`config.mk`:
```
export PLATFORM = sky130hd
export DESIGN_NAME = uart_recv_flat
export DESIGN_NICKNAME = d
export VERILOG_FILES = /design/src/rtl/uart_pkg.sv /design/src/rtl/uart_recv_if.sv /design/src/rtl/uart_rx_sync.sv /design/src/rtl/uart_recv.sv /design/src/flat_wrapper.sv
export SDC_FILE = /design/constraint.sdc
export NUM_CORES = 1
export LEC_CHECK = 0
export BUFFER_PORTS_ARGS = -buffer_cell sky130_fd_sc_hd__buf_2
export CAP_MARGIN = 20
export CELL_PAD_IN_SITES_DETAIL_PLACEMENT = 0
export CELL_PAD_IN_SITES_GLOBAL_PLACEMENT = 1
export CORE_MARGIN = 2
export CORE_UTILIZATION = 45
export DETAILED_ROUTE_END_ITERATION = 10
export GPL_TIMING_DRIVEN = 0
export PLACE_DENSITY = 0.82
export REMOVE_ABC_BUFFERS = 1
export SLEW_MARGIN = 10
export SYNTH_ARGS = -nofsm -noshare
export SYNTH_HDL_FRONTEND = slang
export SYNTH_SLANG_ARGS = --single-unit
```
`constraint.sdc`:
```
create_clock -name uart_sampling_clk -period 2.2 [get_ports uart_sampling_clk]
set_clock_uncertainty 0.2 [all_clocks]
set_input_delay 0 -clock uart_sampling_clk [delete_from_list [all_inputs] [get_ports uart_sampling_clk]]
set_output_delay 0 -clock uart_sampling_clk [all_outputs]
set_load 0.02 [all_outputs]
```
`src/rtl/uart_pkg.sv`:
```
// Shared UART definitions: ACK/RESEND codes, the line-state enum and the default oversampling ratio.
package uart_pkg;

  localparam int         OVERSAMPLE_DEF = 16;
  localparam logic [7:0] ACK            = 8'hAA;
  localparam logic [7:0] RESEND         = 8'hCC;

  typedef enum logic [1:0] {
    S_IDLE  = 2'd0,
    S_START = 2'd1,
    S_DATA  = 2'd2,
    S_STOP  = 2'd3
  } uart_state_e;

  function automatic logic maj3(input logic a, input logic b, input logic c);
    return (a & b) | (a & c) | (b & c);
  endfunction

endpackage

```
`src/rtl/uart_recv_if.sv`:
```
// Receiver-to-core bundle: one-entry output buffer handshake plus the one-cycle status pulses.
interface uart_recv_if;
  logic [7:0] data_out;
  logic       data_valid;
  logic       data_ready;
  logic       frame_err;
  logic       overrun;
  logic       rx_ack;
  logic       rx_resend;

  modport master (output data_out, data_valid, frame_err, overrun, rx_ack, rx_resend,
                  input  data_ready);
  modport slave  (input  data_out, data_valid, frame_err, overrun, rx_ack, rx_resend,
                  output data_ready);
endinterface

```
`src/rtl/uart_rx_sync.sv`:
```
// Two-flop synchroniser for an asynchronous idle-high line; both flops reset to 1.
module uart_rx_sync (
  input  logic clk_i,
  input  logic rst_i,
  input  logic async_i,
  output logic sync_o
);

  logic [1:0] ff_q;

  always_ff @(posedge clk_i or posedge rst_i) begin
    if (rst_i) ff_q <= 2'b11;
    else       ff_q <= {ff_q[0], async_i};
  end

  assign sync_o = ff_q[1];

endmodule

```
`src/rtl/uart_recv.sv`:
```
// 8N1 UART receiver at OVERSAMPLE x baud with a one-entry valid/ready output buffer.
// Define UART_RECV_MAJORITY_EN for a 2-of-3 vote around mid-bit (decision at MID+1).
module uart_recv
  import uart_pkg::*;
#(
  parameter int OVERSAMPLE = OVERSAMPLE_DEF
) (
  input  logic        uart_sampling_clk,
  input  logic        rst,
  input  logic        USB_RX,
  output logic        USB_CTS,
  uart_recv_if.master rx_if
);

  localparam int             SCW  = $clog2(OVERSAMPLE);
  localparam logic [SCW-1:0] LAST = SCW'(OVERSAMPLE - 1);
`ifdef UART_RECV_MAJORITY_EN
  localparam logic [SCW-1:0] DEC  = SCW'(OVERSAMPLE / 2 + 1);
`else
  localparam logic [SCW-1:0] DEC  = SCW'(OVERSAMPLE / 2);
`endif

  localparam logic [1:0] ST_IDLE  = S_IDLE;
  localparam logic [1:0] ST_START = S_START;
  localparam logic [1:0] ST_DATA  = S_DATA;
  localparam logic [1:0] ST_STOP  = S_STOP;

  logic           rx_s;
  logic           bit_dec;
  logic [1:0]     state_q, state_d;
  logic [SCW-1:0] sc_q, sc_d;
  logic [2:0]     bc_q, bc_d;
  logic [7:0]     sh_q, sh_d;
  logic           stop_dec, good, load;
  logic [7:0]     dout_q;
  logic           valid_q, ferr_q, ovr_q, ack_q, res_q;

  uart_rx_sync u_sync (
    .clk_i  (uart_sampling_clk),
    .rst_i  (rst),
    .async_i(USB_RX),
    .sync_o (rx_s)
  );

`ifdef UART_RECV_MAJORITY_EN
  // hist_q[1]/hist_q[0] hold samples MID-1/MID when the vote is taken at MID+1
  logic [1:0] hist_q;
  always_ff @(posedge uart_sampling_clk or posedge rst) begin
    if (rst) hist_q <= 2'b11;
    else     hist_q <= {hist_q[0], rx_s};
  end
  assign bit_dec = maj3(hist_q[1], hist_q[0], rx_s);
`else
  assign bit_dec = rx_s;
`endif

  always_comb begin
    state_d  = state_q;
    sc_d     = sc_q + 1'b1;
    bc_d     = bc_q;
    sh_d     = sh_q;
    stop_dec = 1'b0;
    case (state_q)
      ST_IDLE: begin
        sc_d = '0;
        if (!rx_s) begin
          state_d = ST_START;
          sc_d    = SCW'(1);
        end
      end
      ST_START: begin
        if (sc_q == DEC && bit_dec) begin
          state_d = ST_IDLE;
          sc_d    = '0;
        end else if (sc_q == LAST) begin
          state_d = ST_DATA;
          sc_d    = '0;
          bc_d    = 3'd0;
        end
      end
      ST_DATA: begin
        if (sc_q == DEC) sh_d = {bit_dec, sh_q[7:1]};
        if (sc_q == LAST) begin
          bc_d = bc_q + 3'd1;
          if (bc_q == 3'd7) begin
            state_d = ST_STOP;
            sc_d    = '0;
          end
        end
      end
      ST_STOP: begin
        // Leave at the stop decision so a back-to-back start edge is caught early
        if (sc_q == DEC) begin
          stop_dec = 1'b1;
          state_d  = ST_IDLE;
          sc_d     = '0;
        end
      end
      default: begin
        state_d = ST_IDLE;
        sc_d    = '0;
      end
    endcase
  end

  assign good = stop_dec & bit_dec;
  assign load = good & (~valid_q | rx_if.data_ready);

  always_ff @(posedge uart_sampling_clk or posedge rst) begin
    if (rst) begin
      state_q <= ST_IDLE;
      sc_q    <= '0;
      bc_q    <= 3'd0;
      sh_q    <= 8'h00;
      dout_q  <= 8'h00;
      valid_q <= 1'b0;
      ferr_q  <= 1'b0;
      ovr_q   <= 1'b0;
      ack_q   <= 1'b0;
      res_q   <= 1'b0;
    end else begin
      state_q <= state_d;
      sc_q    <= sc_d;
      bc_q    <= bc_d;
      sh_q    <= sh_d;
      if (load) dout_q <= sh_q;
      valid_q <= load | (valid_q & ~rx_if.data_ready);
      ferr_q  <= stop_dec & ~bit_dec;
      ovr_q   <= good & ~load;
      ack_q   <= load & (sh_q == ACK);
      res_q   <= load & (sh_q == RESEND);
    end
  end

  assign rx_if.data_out   = dout_q;
  assign rx_if.data_valid = valid_q;
  assign rx_if.frame_err  = ferr_q;
  assign rx_if.overrun    = ovr_q;
  assign rx_if.rx_ack     = ack_q;
  assign rx_if.rx_resend  = res_q;
  assign USB_CTS          = valid_q;

endmodule

```
`src/flat_wrapper.sv`:
```
// flat-port wrapper written by rule: the top's interface ports become plain ports
module uart_recv_flat import uart_pkg::*;
#(
  parameter int OVERSAMPLE = OVERSAMPLE_DEF
)
  (uart_sampling_clk, rst, USB_RX, USB_CTS, rx_if_data_out, rx_if_data_valid, rx_if_frame_err, rx_if_overrun, rx_if_rx_ack, rx_if_rx_resend, rx_if_data_ready);
  uart_recv_if rx_if_i ();
  input  logic uart_sampling_clk;
  input  logic rst;
  input  logic USB_RX;
  output logic USB_CTS;
  output wire logic [$bits(rx_if_i.data_out)-1:0] rx_if_data_out;
  output wire logic [$bits(rx_if_i.data_valid)-1:0] rx_if_data_valid;
  output wire logic [$bits(rx_if_i.frame_err)-1:0] rx_if_frame_err;
  output wire logic [$bits(rx_if_i.overrun)-1:0] rx_if_overrun;
  output wire logic [$bits(rx_if_i.rx_ack)-1:0] rx_if_rx_ack;
  output wire logic [$bits(rx_if_i.rx_resend)-1:0] rx_if_rx_resend;
  input wire logic [$bits(rx_if_i.data_ready)-1:0] rx_if_data_ready;
  assign rx_if_data_out = rx_if_i.data_out;
  assign rx_if_data_valid = rx_if_i.data_valid;
  assign rx_if_frame_err = rx_if_i.frame_err;
  assign rx_if_overrun = rx_if_i.overrun;
  assign rx_if_rx_ack = rx_if_i.rx_ack;
  assign rx_if_rx_resend = rx_if_i.rx_resend;
  assign rx_if_i.data_ready = rx_if_data_ready;
  uart_recv #(.OVERSAMPLE(OVERSAMPLE)) u_core (.uart_sampling_clk(uart_sampling_clk), .rst(rst), .USB_RX(USB_RX), .USB_CTS(USB_CTS), .rx_if(rx_if_i));
endmodule
```
# Word-level counts from Yosys, hierarchy flattened
# Index checks and enable logic that the tools add are counted.
# word_totals
regBits,32
in_bits,4
out_inout_bits,14
elab_cells,67
# classes
addsub,2
n_eq_ne,15
muxes,20
bitwise_logic,13
reduce_logical,6
# ops
cell,count
4-bit two-way mux,5
"8-bit == test, second input constant",2
4-bit case mux with 4 select lines,1
2-bit two-way mux,6
3-bit two-way mux,3
"4-bit == test, second input constant",2
"2-bit by 1-bit inequality test with 1-bit output, second input constant",4
2-bit case mux with 4 select lines,1
1-bit bitwise AND,7
3-bit case mux with 2 select lines,1
5-bit AND reduction,1
"4-bit by 1-bit adder with 4-bit output, second input constant",1
"2-bit == test, second input constant",2
"2-bit inequality test, second input constant",2
1-bit inverter,4
4-bit AND reduction,1
"3-bit by 1-bit adder with 3-bit output, second input constant",1
"3-bit == test, second input constant",1
1-bit two-way mux,3
"3-bit by 1-bit inequality test with 1-bit output, second input constant",1
"2-bit by 1-bit == test with 1-bit output, second input constant",1
2-bit logical NOT,1
1-bit bitwise OR,2
2-bit AND reduction,1
other kinds (2),2

# Longest topological paths before layout
# depth
depth_word,7
ltp_mapped,6
mapped_depth_nobuf,6

# Hierarchy
# From an unflattened synthesis, not the netlist that was laid out.
# unflattened
hier_cells,107
area_unflattened_um2,1405.1
# modules_own_cells
module,instances,cells_per_inst,area_per_inst_um2,seq_area_each_um2
uart_recv,1,104,1348.8,750.7
uart_rx_sync,1,3,56.3,52.6

# Least setup slack after synthesis
# OpenSTA, ideal clock, no wires.
# synth_timing
kind,flip-flop to flip-flop
from,register u_core.sc_q[0]
to,register u_core.sh_q[0]
setup_ns,0.125
arrival_time_ns,1.488
t_required_ns,1.875
setup_slack_ns,0.387
stages_incl_launch_ff,6
path_buffers,0
period_less_slack_ns,1.813
path_cell_list,dfrtp_1 inv_1 ha_1 nand3b_4 nor3b_4 mux2_2
# synth_between
elab_chain_cells,2
# synth_lines
element,line_no,rtl
start: declaration,uart_recv.sv:31,"logic [SCW-1:0] sc_q, sc_d;"
start signal: assignment,uart_recv.sv:112,sc_q <= '0;
start signal: assignment,uart_recv.sv:123,sc_q <= sc_d;
4-bit == test,uart_recv.sv:82,"if (sc_q == DEC) sh_d = {bit_dec, sh_q[7:1]};"
2-bit AND reduction (no line),--,
end signal: assignment,uart_recv.sv:114,sh_q <= 8'h00;
end signal: assignment,uart_recv.sv:125,sh_q <= sh_d;
end: declaration,uart_recv.sv:33,"logic [7:0] sh_q, sh_d;"
# No other way between the ends.
# A chain may end at the register's enable or synchronous reset.

# Worst setup path in the final report
# layout_timing
from,register u_core.sc_q[0]
to,register u_core.bc_q[0]
# layout_between
elab_chain_cells,4
word_cells_on_any_way,7
cone_classes,eq/ne (5); reduce/logical (2)
# layout_lines
element,line_no,rtl
4-bit == test,uart_recv.sv:72,if (sc_q == DEC && bit_dec) begin
1-bit logical AND,uart_recv.sv:72,
2-bit inequality test (no line),--,
4-bit AND reduction (no line) (*),--,
end signal: assignment,uart_recv.sv:113,bc_q <= 3'd0;
end signal: assignment,uart_recv.sv:124,bc_q <= bc_d;
end: declaration,uart_recv.sv:32,"logic [2:0] bc_q, bc_d;"
# Every way passes the cells marked *; elsewhere a longest branch is shown, timed or not.

==> key figures <==
Run status
  – Status: completed

Synthesis
  – Seq/Total Area, Yosys: between 50% and 60%
  – Synth Area in Compound Gates: between 6 and 7%
  – Post-synth cell types: 34
  – Syn Std Cell Area: ~1400 µm²
  – Synth Area in Simple Gates: 14.8%
  – Yosys synthesis warning count: 0
  – Number of synthesized register bits: 32
  – Avg Inst Size Synth: 13.0 µm²
  – Adder-Cell Fraction of Synth Area: around 3.6%
  – Mux share of post-synthesis cell area: between 10% and 20%
  – Largest family of logic cells by synthesized area: simple AND/OR/NAND/NOR gates
  – Post-Syn Instances: 108
  – Synth Area in XOR/XNOR: 0.626%

Min path
  – Hold WC Path Type: input port to async pin

Timing
  – Final hold viol count: 0
  – Rel. slew slack: between 50% and 60%
  – Fmax: between 500 and 600 MHz
  – Worst hold slack: 94.2 ps
  – Actual slew at the worst max-slew pin: between 600 and 700 ps
  – Post-route minimum period: ~2000 ps
  – Final worst slack: around 210 ps
  – Final Max Slew Viols: 0
  – RSZ-0062 raised after global routing: no
  – Final setup fails: 0
  – Period utilization: 90.6%
  – Setup TNS Final: 0 ps

Routing
  – DR iter-0 viols: 21
  – Routed len/inst: about 13 µm
  – Via Count: 908
  – Vias/cell: approximately 5.4
  – Drt drc: 0
  – Pre-Repair DR Iteration Count: 4
  – Post-Route WL: 2.24 mm
  – Final antenna-violating net count: 0

Worst setup path
  – Worst path arrival time: 2010 ps
  – CP bufs+invs: 1
  – Critical-path cell list: inv_1 > ha_1 > nor2b_1 > a311oi_1 > o21ai_0 > mux2_2
  – Slowest cell on crit path: dfrtp_1
  – WP data required: 2220 ps
  – Crit path largest cell delay: ~420 ps
  – CP startpoint kind: register
  – Crit. End Element: register
  – CP Class: register to register
  – Max FO, Critical Path: 5
  – CP delay by family, top: compound AO/OA/AOI/OAI gates

Floorplan
  – Io pins: 18
  – Die ar.: around 3600 µm²
  – Die height: between 50 and 60 µm
  – Die width: between 50 and 60 µm
  – # rows: 20
  – CORE AREA: 3000 µm²
  – Initial Utilization: 46.6%

Clocking
  – CTS tree: built
  – # H-tree levels: 2
  – Reg clk slew, reported paths: 100 ps
  – Gates resized, CTS repair: 0
  – Clock Latency Late Sink: 330 ps
  – Clock sinks: 32
  – CTS root buf: clkbuf_4
  – Deepest clock path buffer count: 2
  – TritonCTS Buffers: 5

GRT
  – Total GRT Usage: between 10% and 20%
  – GRT overflow: 0
  – Initial antenna violation count: 0
  – Pin count of the biggest net entering global routing: 18
  – First-pass GRT wire length: between 3 and 4 mm
  – Vias in the first global route: roughly 850

Finish
  – Layout cells sized above 1: a little over a third
  – Area Growth Syn to Fin: 17.2%
  – Fillcell total: ~250
  – Non-filler cells in the finished layout: 167
  – Nets: approximately 140
  – Antenna fix cells: 0

Pwr
  – Total chip power: about 1.5 mW
  – Power Density: a little over 900 nW/µm²
  – Peak VDD IR: 0.478 mV
  – Leak: about 0.86 nW

Place
  – Dpl ws: approximately 210 ps
  – Gpl congestion: between 0.7 and 0.8
  – Hpwl dp: between 1.5 and 2 mm
  – I/O Buffers: 17
  – Dpl cells: approximately 160

Run
  – Max Cap Violations: 0
## layout by cell type (no fill, tap or decap), types with 3 or more instances in the layout
master         instances
nor2_1                 8
ha_1                   4
mux2_2                17
inv_1                  6
a21oi_1                3
nand2_1                3
dlygate4sd3_1          3
nor2b_1                3
buf_2                 17
dfrtp_1               30
clkbuf_4               5
## final timing paths
kind	cells past startpoint	to	slack, ps	start
min reg2reg	0	u_core.u_sync.ff_q[1]	160	u_core.u_sync.ff_q[0]
max reg2reg	6	u_core.bc_q[0]	210	u_core.sc_q[0]
max	6	u_core.bc_q[0]	210	u_core.sc_q[0]
max in group asynchronous	4	u_core.u_sync.ff_q[0]	1110	rst
min	3	u_core.rx_if.data_out[6]	90	rst
min in group uart_sampling_clk	2	u_core.u_sync.ff_q[0]	110	USB_RX
## logic make-up after synthesis
group,after synthesis
buf+inv,9
simple gates,31
fa+ha+maj,4
mux,17
flops,32
compound gates,14
xor+xnor,1
## power breakdown
group	total, mW	switching [mW]	internal [mW]
sequential	0.763	0.107	0.656
clock	0.429	0.191	0.238
combinational	0.304	0.150	0.154
## area by class of cell
class	instances	area (µm²)	area share, %
clock buffer	6	41.3	2.52
clock inverter	2	35.0	2.14
inverter	6	22.5	1.37
multi-input combinational	67	554	33.8
sequential	32	803	49.0
tap	33	41.3	2.52
timing repair buffer	21	143	8.70
## cell usage after synthesis
library cell	instances	area share, %
a22o_1	2	1.3
a31oi_1	1	0.45
a311oi_1	2	1.3
nor4bb_1	1	0.71
a21oi_1	3	1.1
dfrtp_1	30	54
nand2b_1	1	0.45
dfstp_2	2	3.8
and3_1	2	0.89
nor3_1	2	0.71
xnor2_1	1	0.63
nor2b_1	3	1.3
a32oi_1	1	0.63
nand3b_1	1	0.54
nand2_1	3	0.80
inv_1	6	1.6
o21ai_0	2	0.71
or3_1	1	0.45
nor3_2	1	0.71
buf_4	2	1.1
buf_2	1	0.36
a21boi_0	1	0.54
mux2_2	17	14
o22ai_1	1	0.45
nand3b_4	1	1.4
ha_1	4	3.6
nand2_2	1	0.45
nand3_1	1	0.36
o31ai_1	1	0.54
or4bb_1	2	1.6
nor3b_4	1	1.3
nor2_1	8	2.1
and2_1	1	0.45
nor4_1	1	0.45
## per-layer routing
layer	GRT usage [%]	vias to the layer above	routed length (µm)
li1	-	437	-
met1	18.8	445	1040
met5	0	-	0
met3	6.71	5	120
met2	22.0	21	1040
met4	7.62	0	42
## sequential cells by signal, summed over array words and instances (netlist names), named ones only
| name | flops |
|---|---|
| u_core.rx_if.rx_resend | 1 |
| u_core.rx_if.overrun | 1 |
| u_core.rx_if.data_out | 8 |
| u_core.USB_CTS | 1 |
| u_core.sh_q | 8 |
| u_core.sc_q | 4 |
| u_core.rx_if.frame_err | 1 |
| u_core.bc_q | 3 |
| u_core.state_q | 1 |
| u_core.rx_if.rx_ack | 1 |
| u_core.u_sync.ff_q | 2 |
## per-stage QoR
| step | util [%] | area, µm² |
|---|---|---|
| final | 54.6 | 1640 |
| after global routing | 54.6 | 1640 |
| after CTS | 54.6 | 1640 |
| after detailed placement | 51.1 | 1530 |
| after global placement | 50.2 | 1510 |
| after floorplan | - | 1380 |
## timing repair
action                                 CTS  global route
endpoints found under the hold margin   35             0
buffers inserted                         0             0
hold buffers                             3             0
## tightest hold or removal path, stage by stage
cell,delay [ps]
dlygate4sd3_1,530
buf_2,120
inv_1,480
(Power assumes the default switching activity.)
